**src/rtl/twin_reg_pkg.sv**
```systemverilog
// rtl/twin_reg_pkg.sv - state encoding and byte-order constants shared with twin-register capture logic
package twin_reg_pkg;

  typedef enum logic [1:0] {
    IDLE  = 2'd0,
    BEAT1 = 2'd1,
    BEAT2 = 2'd2
  } unload_state_e;

  localparam bit ORDER_D1_FIRST = 1'b0;
  localparam bit ORDER_D2_FIRST = 1'b1;

endpackage

```
**src/rtl/twin_reg_unloader_if.sv**
```systemverilog
// rtl/twin_reg_unloader_if.sv - pair-in / byte-out handshake bundle for the twin register unloader
interface twin_reg_unloader_if #(
  parameter int WIDTH = 8,
  parameter int CNT_W = 8
);

  logic             in_valid;
  logic             in_ready;
  logic [WIDTH-1:0] in_d1;
  logic [WIDTH-1:0] in_d2;
  logic             out_valid;
  logic             out_ready;
  logic [WIDTH-1:0] out_data;
  logic             out_sel;
  logic             out_last;
  logic [CNT_W-1:0] pair_cnt;

  // slave is the unloader's view; master is the surrounding producer/consumer.
  modport slave (
    input  in_valid, in_d1, in_d2, out_ready,
    output in_ready, out_valid, out_data, out_sel, out_last, pair_cnt
  );

  modport master (
    output in_valid, in_d1, in_d2, out_ready,
    input  in_ready, out_valid, out_data, out_sel, out_last, pair_cnt
  );

endinterface

```
**src/rtl/twin_reg_unloader.sv**
```systemverilog
// rtl/twin_reg_unloader.sv - streams a captured (d1,d2) byte pair out as two beats, one pair per 2 clk
module twin_reg_unloader
  import twin_reg_pkg::*;
#(
  parameter int WIDTH = 8,
  parameter bit ORDER = ORDER_D1_FIRST,
  parameter int CNT_W = 8
) (
  input  logic                clk,
  input  logic                rst,
  input  logic                clr,
  twin_reg_unloader_if.slave  bus
);

  unload_state_e    state_q, state_d;
  logic [WIDTH-1:0] d1_q, d1_d;
  logic [WIDTH-1:0] d2_q, d2_d;
  logic [WIDTH-1:0] data_q, data_d;
  logic             valid_q, valid_d;
  logic             sel_q, sel_d;
  logic             last_q, last_d;
  logic [CNT_W-1:0] cnt_q, cnt_d;

  logic in_ready;
  logic in_fire;
  logic out_fire;
  logic load_pair;

  // A new pair may enter while the second beat of the previous one leaves, giving no bubble.
  assign in_ready = !rst && !clr &&
                    ((state_q == IDLE) || ((state_q == BEAT2) && bus.out_ready));
  assign in_fire  = bus.in_valid && in_ready;
  assign out_fire = valid_q && bus.out_ready;

  always_comb begin
    state_d   = state_q;
    d1_d      = d1_q;
    d2_d      = d2_q;
    data_d    = data_q;
    valid_d   = valid_q;
    sel_d     = sel_q;
    last_d    = last_q;
    cnt_d     = cnt_q;
    load_pair = 1'b0;

    if (clr) begin
      state_d = IDLE;
      valid_d = 1'b0;
      last_d  = 1'b0;
      cnt_d   = '0;
    end else begin
      unique case (state_q)
        IDLE: begin
          load_pair = in_fire;
        end
        BEAT1: begin
          if (out_fire) begin
            state_d = BEAT2;
            data_d  = ORDER ? d1_q : d2_q;
            sel_d   = ~ORDER;
            last_d  = 1'b1;
          end
        end
        BEAT2: begin
          if (out_fire) begin
            cnt_d = cnt_q + CNT_W'(1);
            if (in_fire) begin
              load_pair = 1'b1;
            end else begin
              state_d = IDLE;
              valid_d = 1'b0;
              last_d  = 1'b0;
            end
          end
        end
        default: begin
          state_d = IDLE;
          valid_d = 1'b0;
          last_d  = 1'b0;
        end
      endcase

      if (load_pair) begin
        state_d = BEAT1;
        d1_d    = bus.in_d1;
        d2_d    = bus.in_d2;
        data_d  = ORDER ? bus.in_d2 : bus.in_d1;
        valid_d = 1'b1;
        sel_d   = ORDER;
        last_d  = 1'b0;
      end
    end
  end

  always_ff @(posedge clk or posedge rst) begin
    if (rst) begin
      state_q <= IDLE;
      d1_q    <= '0;
      d2_q    <= '0;
      data_q  <= '0;
      valid_q <= 1'b0;
      sel_q   <= 1'b0;
      last_q  <= 1'b0;
      cnt_q   <= '0;
    end else begin
      state_q <= state_d;
      d1_q    <= d1_d;
      d2_q    <= d2_d;
      data_q  <= data_d;
      valid_q <= valid_d;
      sel_q   <= sel_d;
      last_q  <= last_d;
      cnt_q   <= cnt_d;
    end
  end

  assign bus.in_ready  = in_ready;
  assign bus.out_valid = valid_q;
  assign bus.out_data  = data_q;
  assign bus.out_sel   = sel_q;
  assign bus.out_last  = last_q;
  assign bus.pair_cnt  = cnt_q;

endmodule

```
**src/flat_wrapper.sv**
```systemverilog
// flat-port wrapper written by rule: the top's interface ports become plain ports
module twin_reg_unloader_flat import twin_reg_pkg::*;
#(
  parameter int WIDTH = 8,
  parameter bit ORDER = ORDER_D1_FIRST,
  parameter int CNT_W = 8
)
  (clk, rst, clr, bus_in_valid, bus_in_d1, bus_in_d2, bus_out_ready, bus_in_ready, bus_out_valid, bus_out_data, bus_out_sel, bus_out_last, bus_pair_cnt);
  twin_reg_unloader_if #(.WIDTH(WIDTH), .CNT_W(CNT_W)) bus_i ();
  input  logic clk;
  input  logic rst;
  input  logic clr;
  input wire logic [$bits(bus_i.in_valid)-1:0] bus_in_valid;
  input wire logic [$bits(bus_i.in_d1)-1:0] bus_in_d1;
  input wire logic [$bits(bus_i.in_d2)-1:0] bus_in_d2;
  input wire logic [$bits(bus_i.out_ready)-1:0] bus_out_ready;
  output wire logic [$bits(bus_i.in_ready)-1:0] bus_in_ready;
  output wire logic [$bits(bus_i.out_valid)-1:0] bus_out_valid;
  output wire logic [$bits(bus_i.out_data)-1:0] bus_out_data;
  output wire logic [$bits(bus_i.out_sel)-1:0] bus_out_sel;
  output wire logic [$bits(bus_i.out_last)-1:0] bus_out_last;
  output wire logic [$bits(bus_i.pair_cnt)-1:0] bus_pair_cnt;
  assign bus_i.in_valid = bus_in_valid;
  assign bus_i.in_d1 = bus_in_d1;
  assign bus_i.in_d2 = bus_in_d2;
  assign bus_i.out_ready = bus_out_ready;
  assign bus_in_ready = bus_i.in_ready;
  assign bus_out_valid = bus_i.out_valid;
  assign bus_out_data = bus_i.out_data;
  assign bus_out_sel = bus_i.out_sel;
  assign bus_out_last = bus_i.out_last;
  assign bus_pair_cnt = bus_i.pair_cnt;
  twin_reg_unloader #(.WIDTH(WIDTH), .ORDER(ORDER), .CNT_W(CNT_W)) u_core (.clk(clk), .rst(rst), .clr(clr), .bus(bus_i));
endmodule
```
**config.mk**
```make
export PLATFORM = sky130hd
export DESIGN_NAME = twin_reg_unloader_flat
export DESIGN_NICKNAME = d
export VERILOG_FILES = /design/src/rtl/twin_reg_pkg.sv /design/src/rtl/twin_reg_unloader_if.sv /design/src/rtl/twin_reg_unloader.sv /design/src/flat_wrapper.sv
export SDC_FILE = /design/constraint.sdc
export NUM_CORES = 1
export LEC_CHECK = 0
export CAP_MARGIN = 20
export CORE_ASPECT_RATIO = 2
export CORE_MARGIN = 2
export CORE_UTILIZATION = 45
export CTS_BUF_LIST = sky130_fd_sc_hd__clkbuf_16
export DETAILED_ROUTE_END_ITERATION = 10
export PLACE_DENSITY = 0.75
export RECOVER_POWER = 25
export SYNTH_ARGS = -nofsm -noshare
export SYNTH_HDL_FRONTEND = slang
export SYNTH_SLANG_ARGS = --single-unit
```
**constraint.sdc**
```tcl
create_clock -name clk -period 1.96 [get_ports clk]
set_input_delay 0.392 -clock clk [delete_from_list [all_inputs] [get_ports clk]]
set_output_delay 0.392 -clock clk [all_outputs]
set_load 0.1 [all_outputs]
```
Word level (Yosys, flattened, before mapping)
Cells that the tools add are included.

storage, ports and cells
  flip-flop bits (word level) = 29
  input bits = 21

operators by class
  add/subtract/negate cells = 1
  equality and inequality tests = 7
  mux-type cells = 27
  bitwise gates (word level) = 1
  reduce and logical (&&, ||, !) cells = 19

operator list
  kind                   number
  $mux W8                6
  $mux W1                12
  $mux W2                5
  $add A8 B1 Y8 const B  1
  $reduce_bool A2 Y1     4
  $pmux W2 S3            1
  $reduce_and A3 Y1      2
  $logic_and A1 B1 Y1    5
  $ne A4 B2 Y1 const B   1
  $ne A4 B3 Y1 const B   1
  $ne A4 B4 Y1 const B   1
  $pmux W1 S2            2
  $reduce_and A2 Y1      2
  $reduce_and A4 Y1      1
  $ne A3 B1 Y1 const B   1
  $ne A3 B3 Y1 const B   1
  $pmux W1 S3            1
  $eq A2 B1 Y1 const B   1
  $eq A2 B2 Y1 const B   1
  $logic_not A1 Y1       2
  $logic_not A2 Y1       1
  $reduce_or A2 Y1       1
  $logic_or A1 B1 Y1     1
  $not A1 Y1             1

Depth between registers and ports, before layout
Gate-level depths: netlist of the first run.

  depth after elaboration = 11
  depth in mapped cells = 5
  gate-level depth less buffers = 4

Least setup slack after synthesis of the first run
Ideal clock, no wire load.

  kind = register -> output
  from = register u_core.bus.out_last (netlist name)
  to = output port bus_in_ready
  arrival time = 5571 ps
  data required time = 1568 ps
  slack = -4003 ps
  stages on the path, launching flop included = 2
  path buffers = 0
  path through = dfrtp_1 -> a2111oi_0

RTL lines
  element        RTL line            text
  end, declared  flat_wrapper.sv:17  output wire logic [$bits(bus_i.in_ready)-1:0] bus_in_ready;

Worst setup path after layout of the first run
  from = input port bus_in_valid
  to = register u_core.sel_q (netlist: u_core.bus.out_sel)

on the way
  word-level cells in the longest chain between the ends = 7

RTL lines
  element                              RTL line                  text
  start, declared                      flat_wrapper.sv:13        input wire logic [$bits(bus_i.in_valid)-1:0] bus_in_valid;
  $logic_and A1 B1 Y1 (*)              twin_reg_unloader.sv:32   assign in_fire = bus.in_valid && in_ready;
  $mux W1                              twin_reg_unloader.sv:67   if (in_fire) begin
  $mux W1                              twin_reg_unloader.sv:65   if (out_fire) begin
  $pmux W1 S2 (*)                      twin_reg_unloader.sv:52   unique case (state_q)
  $mux W1 (*)                          twin_reg_unloader.sv:46   if (clr) begin
  $reduce_bool A2 Y1 (no source line)  --
  $reduce_and A3 Y1 (no source line)   --
  end signal, assigned                 twin_reg_unloader.sv:111  sel_q <= sel_d;
  end, declared                        twin_reg_unloader.sv:20   logic sel_q, sel_d;

Mark *: on every way between the ends. The rest lies on a longest branch, timed or not. The select of a mux whose other input is x is not followed.
A chain may end at the register's enable or synchronous reset.

==> results by group, run 1 <==
Outcome
  – Status: finished clean

Timing
  – Final WS setup: 0.07582 ns
  – Period minus WS final: 1.884 ns
  – Sum Neg Setup Slack: 0 ns
  – Final period utilization: 96.13%
  – Final Hold Fails: 0
  – Final Max Tran Viols: 0
  – Clk_skew: 0.003154 ns
  – RSZ-0062 raised after global routing: no
  – Slew HR: 54.19%
  – Fmax: 530.7 MHz
  – Final setup violation count: 0
  – Worst Max-Slew Pin Slew: 0.6872 ns

Pwr
  – Leak: 0.8184 nW
  – Max rail drop VDD: 690.4 uV
  – Pwr dens: 927.5 mW/mm^2
  – Sw Ratio: 38.25%
  – Design Power: 1.825 mW
  – Switching pwr: 0.6983 mW
  – Internal power: 1.127 mW
  – Comb power frac: 35.6%
  – Clock share of power: 24.9%
  – Sequential Power Share: 39.5%

Synth
  – Synth Flop Type: dfrtp_1
  – Post-synthesis register bit count: 28
  – Post-synth ARST share: 100.0%
  – Post-Syn Area: 0.001401 mm^2
  – EDFF count, synth: 0
  – Unique masters post-synth: 35
  – Syn Area/Cell: 10.78 um^2
  – Synth Instances: 130
  – YS warnings: 0
  – Syn_nets: 152
  – Sequential share of the synthesized area: 50.00%

Hold path
  – Worst min path class: input pin to flip-flop

Clock tree
  – Clk buf depth: 2
  – CTS root buf: clkbuf_16
  – H-tree depth: 1
  – CTS tree: built
  – Reg clk slew, reported paths: 0.06 ns
  – Clk_lat worst skew: 0.26 ns
  – Clock sink count: 28
  – Num CTS Buffers: 3

Final layout
  – Register area: 709.4 um^2
  – Share of layout cells above drive strength 1: 30.34%
  – Filler cells: 247
  – Most common cell after layout, fill and taps aside: buf_4
  – Most frequent cells in the layout: buf_4 (27), dfrtp_1 (23), clkdlybuf4s50_1 (17)
  – Area of the multi-input gates: 648.1 um^2
  – Finished layout cell area: 0.001968 mm^2
  – Number of diodes: 0
  – Fin nets: 201
  – Area delta synth->final: 40.45%

GRT
  – Global-route usage over all layers: 19.29%
  – Grt total ovfl: 0
  – Vias in the first global route: 1324
  – Wire length of the first global-routing pass: 5513 um
  – Initial antenna violation count: 0
  – Largest net degree at the start of global routing: 29

Worst setup path
  – Critical-path top delay cell: or4b_4
  – Worst path cell trace: clkdlybuf4s50_1, or4b_4, or2_0, o2bb2ai_1
  – Endpoint type of the worst setup path: flip-flop
  – Worst-path maximum fanout: 9
  – Worst path max stage delay: 0.52 ns
  – Crit Path Class: input pin to flip-flop
  – CP arrival: 2.01 ns
  – Worst setup SP type: input pin
  – CP required: 2.09 ns

Detailed routing
  – Detailed Route Iter0 Violations: 33
  – DRT antenna net count: 0
  – DRC viols: 0
  – Vias per cell: 5.798
  – DR WL/cell: 15.10 um
  – Routed vias: 1206
  – First-pass iteration count of the detailed router: 4
  – Routed WL: 3141 um

Placement
  – Routability cong.: 0.8132
  – Dpl cell area: 0.001877 mm^2
  – Detailed placement HPWL: 2450 um
  – Port Buffer Count: 40
  – Setup Slack @ Placement: -0.2181 ns

Job
  – Max-cap check violation count: 0

Floorplan
  – Core ar.: 0.002978 mm^2
  – Row count: 28
  – Die Y: 82.92 um
  – Initial core utilization: 47.06%
  – Die X-Extent: 43.46 um
  – Top Ports: 41
  – Full die area: 0.003604 mm^2
[worst paths after layout]
path,startpoint,to,slack [ns],cells after the start
min in group asynchronous,rst,u_core.bus.out_valid,0.65,4
max reg2reg,u_core.state_q[0],u_core.bus.pair_cnt[7],0.23,4
max in group asynchronous,rst,u_core.bus.out_last,0.80,4
max,bus_in_valid,u_core.bus.out_sel,0.08,4
min,clr,u_core.bus.out_valid,0.47,3
min reg2reg,u_core.d2_q[2],u_core.d2_q[2],0.51,1
[state kept, by name (all words and copies together) (netlist names)]
name                  cells
u_core.state_q            1
u_core.d2_q               8
u_core.bus.out_sel        1
u_core.bus.out_last       1
u_core.bus.out_valid      1
u_core.bus.out_data       8
u_core.bus.pair_cnt       8
[synth_stat cells, types with 4 or more instances]
master	instances	share of area [%]
clkbuf_1	4	1.1
nor3_1	8	2.9
mux2_2	9	7.2
a21oi_1	8	2.9
nand3b_1	10	5.4
dfrtp_1	28	50
a31oi_1	8	3.6
o21ai_0	12	4.3
[routing by layer]
layer	share of wire, %	global-route usage, %
met5	0	0
met4	1.4	6.887
met3	4.0	2.174
met2	58	37.18
met1	36	19.77
[kinds of logic (layout without fill, tap and decap cells)]
| family | Yosys count | count (layout) | synth area share, % |
|---|---|---|---|
| buffers and inverters | 12 | 60 | 5.088 |
| xor gates and xnor gates | 1 | 1 | 0.6251 |
| adders and majority gates | 1 | 1 | 0.8927 |
| muxes | 10 | 10 | 7.947 |
| AOI/OAI and AO/OA | 34 | 34 | 14.11 |
| DFF | 28 | 28 | 50.00 |
| and+or+nand+nor | 44 | 44 | 21.34 |
[power by group through the flow]
stage / Sequential [mW] / Clock [mW] / Combinational (mW)
2_1_floorplan: 1.06 / 0 / 0.142
3_3_place_gp: 0.728 / 0 / 0.642
3_5_place_dp: 0.731 / 0 / 0.653
4_1_cts: 0.721 / 0.464 / 0.653
5_1_grt: 0.730 / 0.483 / 0.680
6_report: 0.721 / 0.455 / 0.650
[repair_timing]
action,in CTS,in global routing
hold buffers,0,0
pin swaps,1,1
setup buffers,0,2
resized for setup,4,1
setup endpoints to repair,1,5
[cell type report]
class / count / area share, %
Sequential cell: 28 / 36.05
Multi-Input combinational cell: 90 / 32.93
Timing Repair Buffer: 53 / 24.54
Clock buffer: 3 / 3.814
Tap cell: 30 / 1.907
Inverter: 3 / 0.5722
Clock inverter: 1 / 0.1907
[per-stage QoR]
stage / utilization [%] / hold slack (ns) / std cells
final: 66.09 / 0.4735 / 208
after global routing: 66.09 / 0.4924 / 208
after CTS: 65.84 / 0.4914 / 206
after detailed placement: 63.03 / 0.4978 / 202
after global placement: 63.03 / 0.4899 / 202
after floorplan: - / 0.4572 / 130
[worst max-delay path: cells and delay by family]
kind,cells,cell delay [ns]
buffers and inverters,1,0.48
and+or+nand+nor,2,0.92
AOI/OAI and AO/OA,1,0.21
Note: power is estimated with default switching activity, not from simulation.
==> inputs of run 2 (changes only) <==
--- a/config.mk
+++ b/config.mk
@@ -9,8 +9,9 @@
 export CORE_ASPECT_RATIO = 2
 export CORE_MARGIN = 2
 export CORE_UTILIZATION = 45
-export CTS_BUF_LIST = sky130_fd_sc_hd__clkbuf_16
+export CTS_BUF_LIST = sky130_fd_sc_hd__clkbuf_8
 export DETAILED_ROUTE_END_ITERATION = 10
+export HOLD_SLACK_MARGIN = 0.1
 export PLACE_DENSITY = 0.75
 export RECOVER_POWER = 25
 export SYNTH_ARGS = -nofsm -noshare
==> run 2 against run 1 <==
  * Non-clock buffer count is 1 higher
  * Power down 5.6%
  * Combinational power about the same
  * Fmax grew 0.62%
  * Flip-flop and latch count unchanged
  * Die area unchanged
  * Clock power decreased by 23%
  * Hold slack lost 0.023 ns
  * Critical endpoint unchanged
  * Clock skew rose by 0.0038 ns
  * Critical path type unchanged
  * Final cell count is 0.48% higher
  * Sequential power hardly changed
==> results by group, run 2 (synthesis results as in run 1) <==
Outcome
  – Status: finished clean

GRT
  – Vias in the first global route: 1350
  – Grt total ovfl: 0
  – Wire length of the first global-routing pass: 5513 um
  – Initial antenna violation count: 0
  – Global-route usage over all layers: 19.11%
  – Largest net degree at the start of global routing: 29

Placement
  – Placed cells: 202
  – Port Buffer Count: 40
  – Routability cong.: 0.8132
  – Detailed placement HPWL: 2450 um

Clock tree
  – Clk buf depth: 2
  – Reg clk slew, reported paths: 0.09 ns
  – Clock sink count: 28
  – H-tree depth: 1
  – Clk_lat worst skew: 0.27 ns
  – CTS root buf: clkbuf_8
  – CTS tree: built
  – Num CTS Buffers: 3

Worst setup path
  – Worst path max stage delay: 0.52 ns
  – Crit Path Class: input pin to flip-flop
  – Worst-path maximum fanout: 9
  – Worst r2r path cells: 4
  – Largest delay share family, worst path: simple AND/OR/NAND/NOR gates
  – Worst path cell trace: clkdlybuf4s50_1, or4b_4, or2_0, o2bb2ai_1
  – Buffers & Inverters on Critical Path: 1
  – Critical-path top delay cell: or4b_4
  – CP required: 2.10 ns
  – R2r setup slk: 0.22 ns
  – Levels on crit path: 4
  – Worst setup SP type: input pin
  – Endpoint type of the worst setup path: flip-flop
  – CP arrival: 2.01 ns

Floorplan
  – Initial core utilization: 47.06%
  – Core ar.: 0.002978 mm^2
  – Die Y: 82.92 um
  – Die X-Extent: 43.46 um
  – Top Ports: 41
  – Row count: 28
  – Full die area: 0.003604 mm^2

Final layout
  – Share of layout cells above drive strength 1: 31.28%
  – Most frequent cells in the layout: buf_4 (28), dfrtp_1 (23), clkdlybuf4s50_1 (17)
  – Filler cells: 252
  – Number of diodes: 0
  – Area delta synth->final: 39.29%
  – Fin cells: 209
  – Post-layout util: 65.55%
  – Fin nets: 202
  – Most common cell after layout, fill and taps aside: buf_4

Detailed routing
  – DRT antenna net count: 0
  – Routed vias: 1226
  – First-pass iteration count of the detailed router: 4
  – DRC viols: 0
  – DR WL/cell: 15.23 um
  – Uppermost layer routed: met4
  – Routed WL: 3183 um
  – Metal3 WL: 152 um
  – Metal2 WL: 1872 um
  – Detailed Route Iter0 Violations: 36
  – Vias per cell: 5.866
  – Met1 wire length: 1116 um

Timing
  – Period minus WS final: 1.873 ns
  – Fmax: 534.0 MHz
  – Final Max Tran Viols: 0
  – Slew HR: 53.22%
  – Smallest hold slack: 0.4505 ns
  – Final Hold Fails: 0
  – RSZ-0062 raised after global routing: no
  – Worst Max-Slew Pin Slew: 0.7017 ns
  – Final setup violation count: 0
  – Clk_skew: 0.006982 ns
  – Final period utilization: 95.54%

Pwr
  – Max rail drop VDD: 596.0 uV
  – Leak: 0.8134 nW
  – Pwr dens: 882.5 mW/mm^2

Hold path
  – Cell count of the worst hold path: 3
  – Worst min path class: input pin to flip-flop

Job
  – Max-cap check violation count: 0
[run 2: cell types whose count changed in the layout (fill, tap and decap cells not counted), sizes merged]
cell    delta
clkinv     -1
buf        +1
clkbuf     +1
[run 2: routing by layer]
metal / track usage [%] / up-vias
met5: 0 / -
met4: 6.061 / 0
met3: 2.609 / 6
met2: 37.18 / 50
met1: 19.35 / 592
li1: - / 578
[run 2: final cells by class]
class	instances	area [um^2]	share of cell area [%]
well taps	30	37.54	1.923
clock buffers	4	55.05	2.821
flip-flops and latches	28	709.4	36.35
inverters	3	11.26	0.5769
multi-input cells	90	648.1	33.21
repair buffers	54	490.5	25.13
[run 2: final timing paths]
check,to,start
worst min register to register,u_core.d2_q[3],u_core.d2_q[3]
min in group asynchronous,u_core.d2_q[3],rst
worst max register to register,u_core.bus.pair_cnt[7],u_core.state_q[0]
worst max-delay path,u_core.bus.out_sel,bus_in_valid
worst min-delay path,u_core.bus.out_valid,clr
max in group asynchronous,u_core.bus.out_last,rst
[run 2: worst min-delay path, stage by stage]
cell	delay, ns
dlymetal6s2s_1	0.12
buf_6	0.13
a21oi_1	0.04
[run 2: power by group]
part           leakage (nW)  switching (mW)  internal (mW)
combinational         0.443           0.464          0.189
sequential            0.341          0.0547          0.665
clock                0.0288           0.170          0.180
total                 0.813           0.689           1.03
[run 2: per-stage QoR]
stage | total power [mW] | setup TNS (ns) | worst slack, ns | area (um^2)
after floorplan | 1.198 | -0.3126 | -0.3126 | 1429
after global placement | 1.370 | -1.940 | -0.1596 | 1877
after detailed placement | 1.384 | -2.476 | -0.2181 | 1877
after CTS | 1.732 | 0 | 0.005068 | 1937
after global routing | 1.787 | 0 | 0.03916 | 1952
final | 1.722 | 0 | 0.08744 | 1952
[run 2: repair_timing]
action / 4_1_cts / 5_1_grt
hold buffers: 0 / 0
gates resized for setup: 4 / 1
pin swaps: 1 / 1
endpoints found under the setup margin: 1 / 2
buffers inserted: 0 / 3
==> inputs of run 3 (changes only) <==
--- a/config.mk
+++ b/config.mk
@@ -8,11 +8,12 @@
 export CAP_MARGIN = 20
 export CORE_ASPECT_RATIO = 2
 export CORE_MARGIN = 2
-export CORE_UTILIZATION = 45
+export CORE_UTILIZATION = 48
 export CTS_BUF_LIST = sky130_fd_sc_hd__clkbuf_8
 export DETAILED_ROUTE_END_ITERATION = 10
+export GPL_TIMING_DRIVEN = 0
 export HOLD_SLACK_MARGIN = 0.1
-export PLACE_DENSITY = 0.75
+export PLACE_DENSITY = 0.79
 export RECOVER_POWER = 25
 export SYNTH_ARGS = -nofsm -noshare
 export SYNTH_HDL_FRONTEND = slang
==> run 3 against run 2 <==
  * Power fell by 1.8%
  * Count of clock-buffer cells in the layout did not move
  * Flip-flop and latch count did not move
  * Die area fell by 5.8%
  * Critical path depth fell by 3
  * Non-clock buffer count fell by 4
  * Sequential share of layout area rose by 0.64 points
  * Final cell count fell by 2.4%
  * Worst setup slack got worse by 0.060 ns
  * Clock power rose by 2%
  * Routed wire length rose by 3.2%
  * Largest power group unchanged
  * Clock skew fell by 0.0050 ns
==> results by group, run 3 (synthesis results as in run 1) <==
GRT
  – Largest net degree at the start of global routing: 29
  – Wire length of the first global-routing pass: 5533 um
  – Met1 Track Usage GR: 21.43%
  – Global-route usage over all layers: 20.73%
  – Vias in the first global route: 1259
  – Met3 Use GR: 2.921%
  – Grt total ovfl: 0
  – Initial antenna violation count: 0
  – Global Route met2 Usage: 40.46%
  – GR peak layer: met2

Job
  – Max-cap check violation count: 0

Detailed routing
  – Routed vias: 1201
  – DR WL/cell: 16.10 um
  – Routed WL: 3285 um
  – Detailed Route Iter0 Violations: 15
  – First-pass iteration count of the detailed router: 4
  – DRT antenna net count: 0
  – Vias per cell: 5.887
  – DRC viols: 0

Timing
  – Worst Max-Slew Pin Slew: 0.9704 ns
  – Final period utilization: 98.59%
  – Final Max Tran Viols: 0
  – Smallest hold slack: 0.3162 ns
  – Slew HR: 35.56%
  – Sum Neg Setup Slack: 0 ns
  – Final setup violation count: 0
  – Fmax: 517.5 MHz
  – RSZ-0062 raised after global routing: no
  – Final Hold Fails: 0
  – Final WS setup: 0.02759 ns
  – Period minus WS final: 1.932 ns
  – Clk_skew: 0.001991 ns

Pwr
  – Sw Ratio: 40.42%
  – Pwr dens: 881.9 mW/mm^2
  – Leak: 0.7768 nW
  – Sequential Power Share: 41.9%
  – Design Power: 1.692 mW
  – Internal power: 1.008 mW
  – Switching pwr: 0.6838 mW
  – Comb power frac: 37.0%
  – Clock share of power: 21.1%
  – Max rail drop VDD: 704.0 uV

Final layout
  – Most frequent cells in the layout: dfrtp_1 (23), clkdlybuf4s50_1 (17), dlygate4sd2_1 (15)
  – Register area: 709.4 um^2
  – Filler cells: 233
  – Area delta synth->final: 36.88%
  – Number of diodes: 0
  – Most common cell after layout, fill and taps aside: dfrtp_1
  – Share of layout cells above drive strength 1: 19.43%
  – Area of the multi-input gates: 648.1 um^2
  – Fin nets: 198

Placement
  – Detailed placement HPWL: 2530 um
  – Routability cong.: 0.7515
  – Setup Slack @ Placement: -0.9937 ns
  – Port Buffer Count: 40

Worst setup path
  – Critical-path top delay cell: clkdlybuf4s15_1
  – Crit Path Class: flip-flop to output pin
  – Largest delay share family, worst path: buffers and inverters
  – Worst setup SP type: flip-flop
  – R2r setup slk: 0.11 ns
  – CP arrival: 1.54 ns
  – Buffers & Inverters on Critical Path: 1
  – Worst-path maximum fanout: 5
  – Worst path max stage delay: 0.84 ns
  – Endpoint type of the worst setup path: output pin
  – Worst path cell trace: clkdlybuf4s15_1
  – CP required: 1.57 ns

Clock tree
  – Clk_lat worst skew: 0.27 ns
  – Num CTS Buffers: 3
  – Reg clk slew, reported paths: 0.09 ns
  – Post-CTS setup repair buffer count: 0
  – CTS root buf: clkbuf_8
  – Clk buf depth: 2
  – Post-cts hold buffer count: 0
  – H-tree depth: 1
  – CTS tree: built
  – Clock sink count: 28

Floorplan
  – Die Y: 80.41 um
  – Core ar.: 0.002770 mm^2
  – Initial core utilization: 50.59%
  – Full die area: 0.003394 mm^2
  – Top Ports: 41
  – Die X-Extent: 42.21 um
  – Row count: 27

Hold path
  – Worst min path class: input pin to async pin

Outcome
  – Status: finished clean
## run 3: cell count changes in the layout (fill, tap and decap cells not counted)
cell	change
dlygate4sd2_1	+13
buf_6	+2
buf_4	-28
dlymetal6s2s_1	-1
clkbuf_2	+2
buf_16	+1
clkdlybuf4s15_1	+2
clkbuf_8	+1
clkdlybuf4s15_2	+2
buf_1	+1
buf_12	-3
clkbuf_1	+3
buf_2	+1
## run 3: path summary, 6_finish.rpt
kind                                             start                      to  depth (start not counted)
worst max register to register       u_core.state_q[0]          u_core.d2_q[3]                          5
worst max-delay path            u_core.bus.pair_cnt[5]         bus_pair_cnt[5]                          1
worst min register to register      u_core.bus.out_sel      u_core.bus.out_sel                          1
worst min-delay path                               rst       u_core.state_q[0]                          2
max in group asynchronous                          rst  u_core.bus.pair_cnt[2]                          3
min in group clk                    u_core.bus.out_sel      u_core.bus.out_sel                          1
## run 3: power groups by stage
stage / Clock (mW) / Combinational [mW] / Sequential (mW)
global route: 0.381 / 0.651 / 0.725
global placement: 0 / 0.646 / 0.720
finish: 0.357 / 0.626 / 0.708
CTS: 0.363 / 0.623 / 0.710
detailed placement: 0 / 0.656 / 0.724
floorplan: 0 / 0.142 / 1.06
## run 3: per-layer routing
metal	wire, um	vias to the layer above
li1	-	575
met4	37	0
met5	0	-
met3	148	6
met2	1904	30
met1	1195	590
## run 3: area by class of cell
class                   count  share of cell area (%)
multi-input cells          90                   33.79
clock buffers               4                   2.870
plain buffers               9                   3.131
flip-flops and latches     28                   36.99
inverters                   3                  0.5871
repair buffers             41                   20.74
well taps                  29                   1.892
## run 3: worst register-to-register path: cells and delay by family (launching register included)
| kind | cells | cell delay, ns |
|---|---|---|
| DFF | 1 | 0.38 |
| muxes | 1 | 0.35 |
| and+or+nand+nor | 2 | 0.68 |
| buffers and inverters | 2 | 0.33 |
## run 3: timing repair
item | CTS | global route
pin swaps | 0 | 0
setup endpoints to repair | 28 | 4
gates resized for setup | 35 | 6
hold endpoints to repair | 0 | 0
cloned | 0 | 0
## run 3: through the flow
step                      cells  instance area (um^2)  util (%)
after global routing        204                  1918     69.24
after CTS                   203                  1902     68.65
after global placement      199                  1866     67.34
after detailed placement    199                  1866     67.34
after floorplan             130                  1429         -
final                       204                  1918     69.24
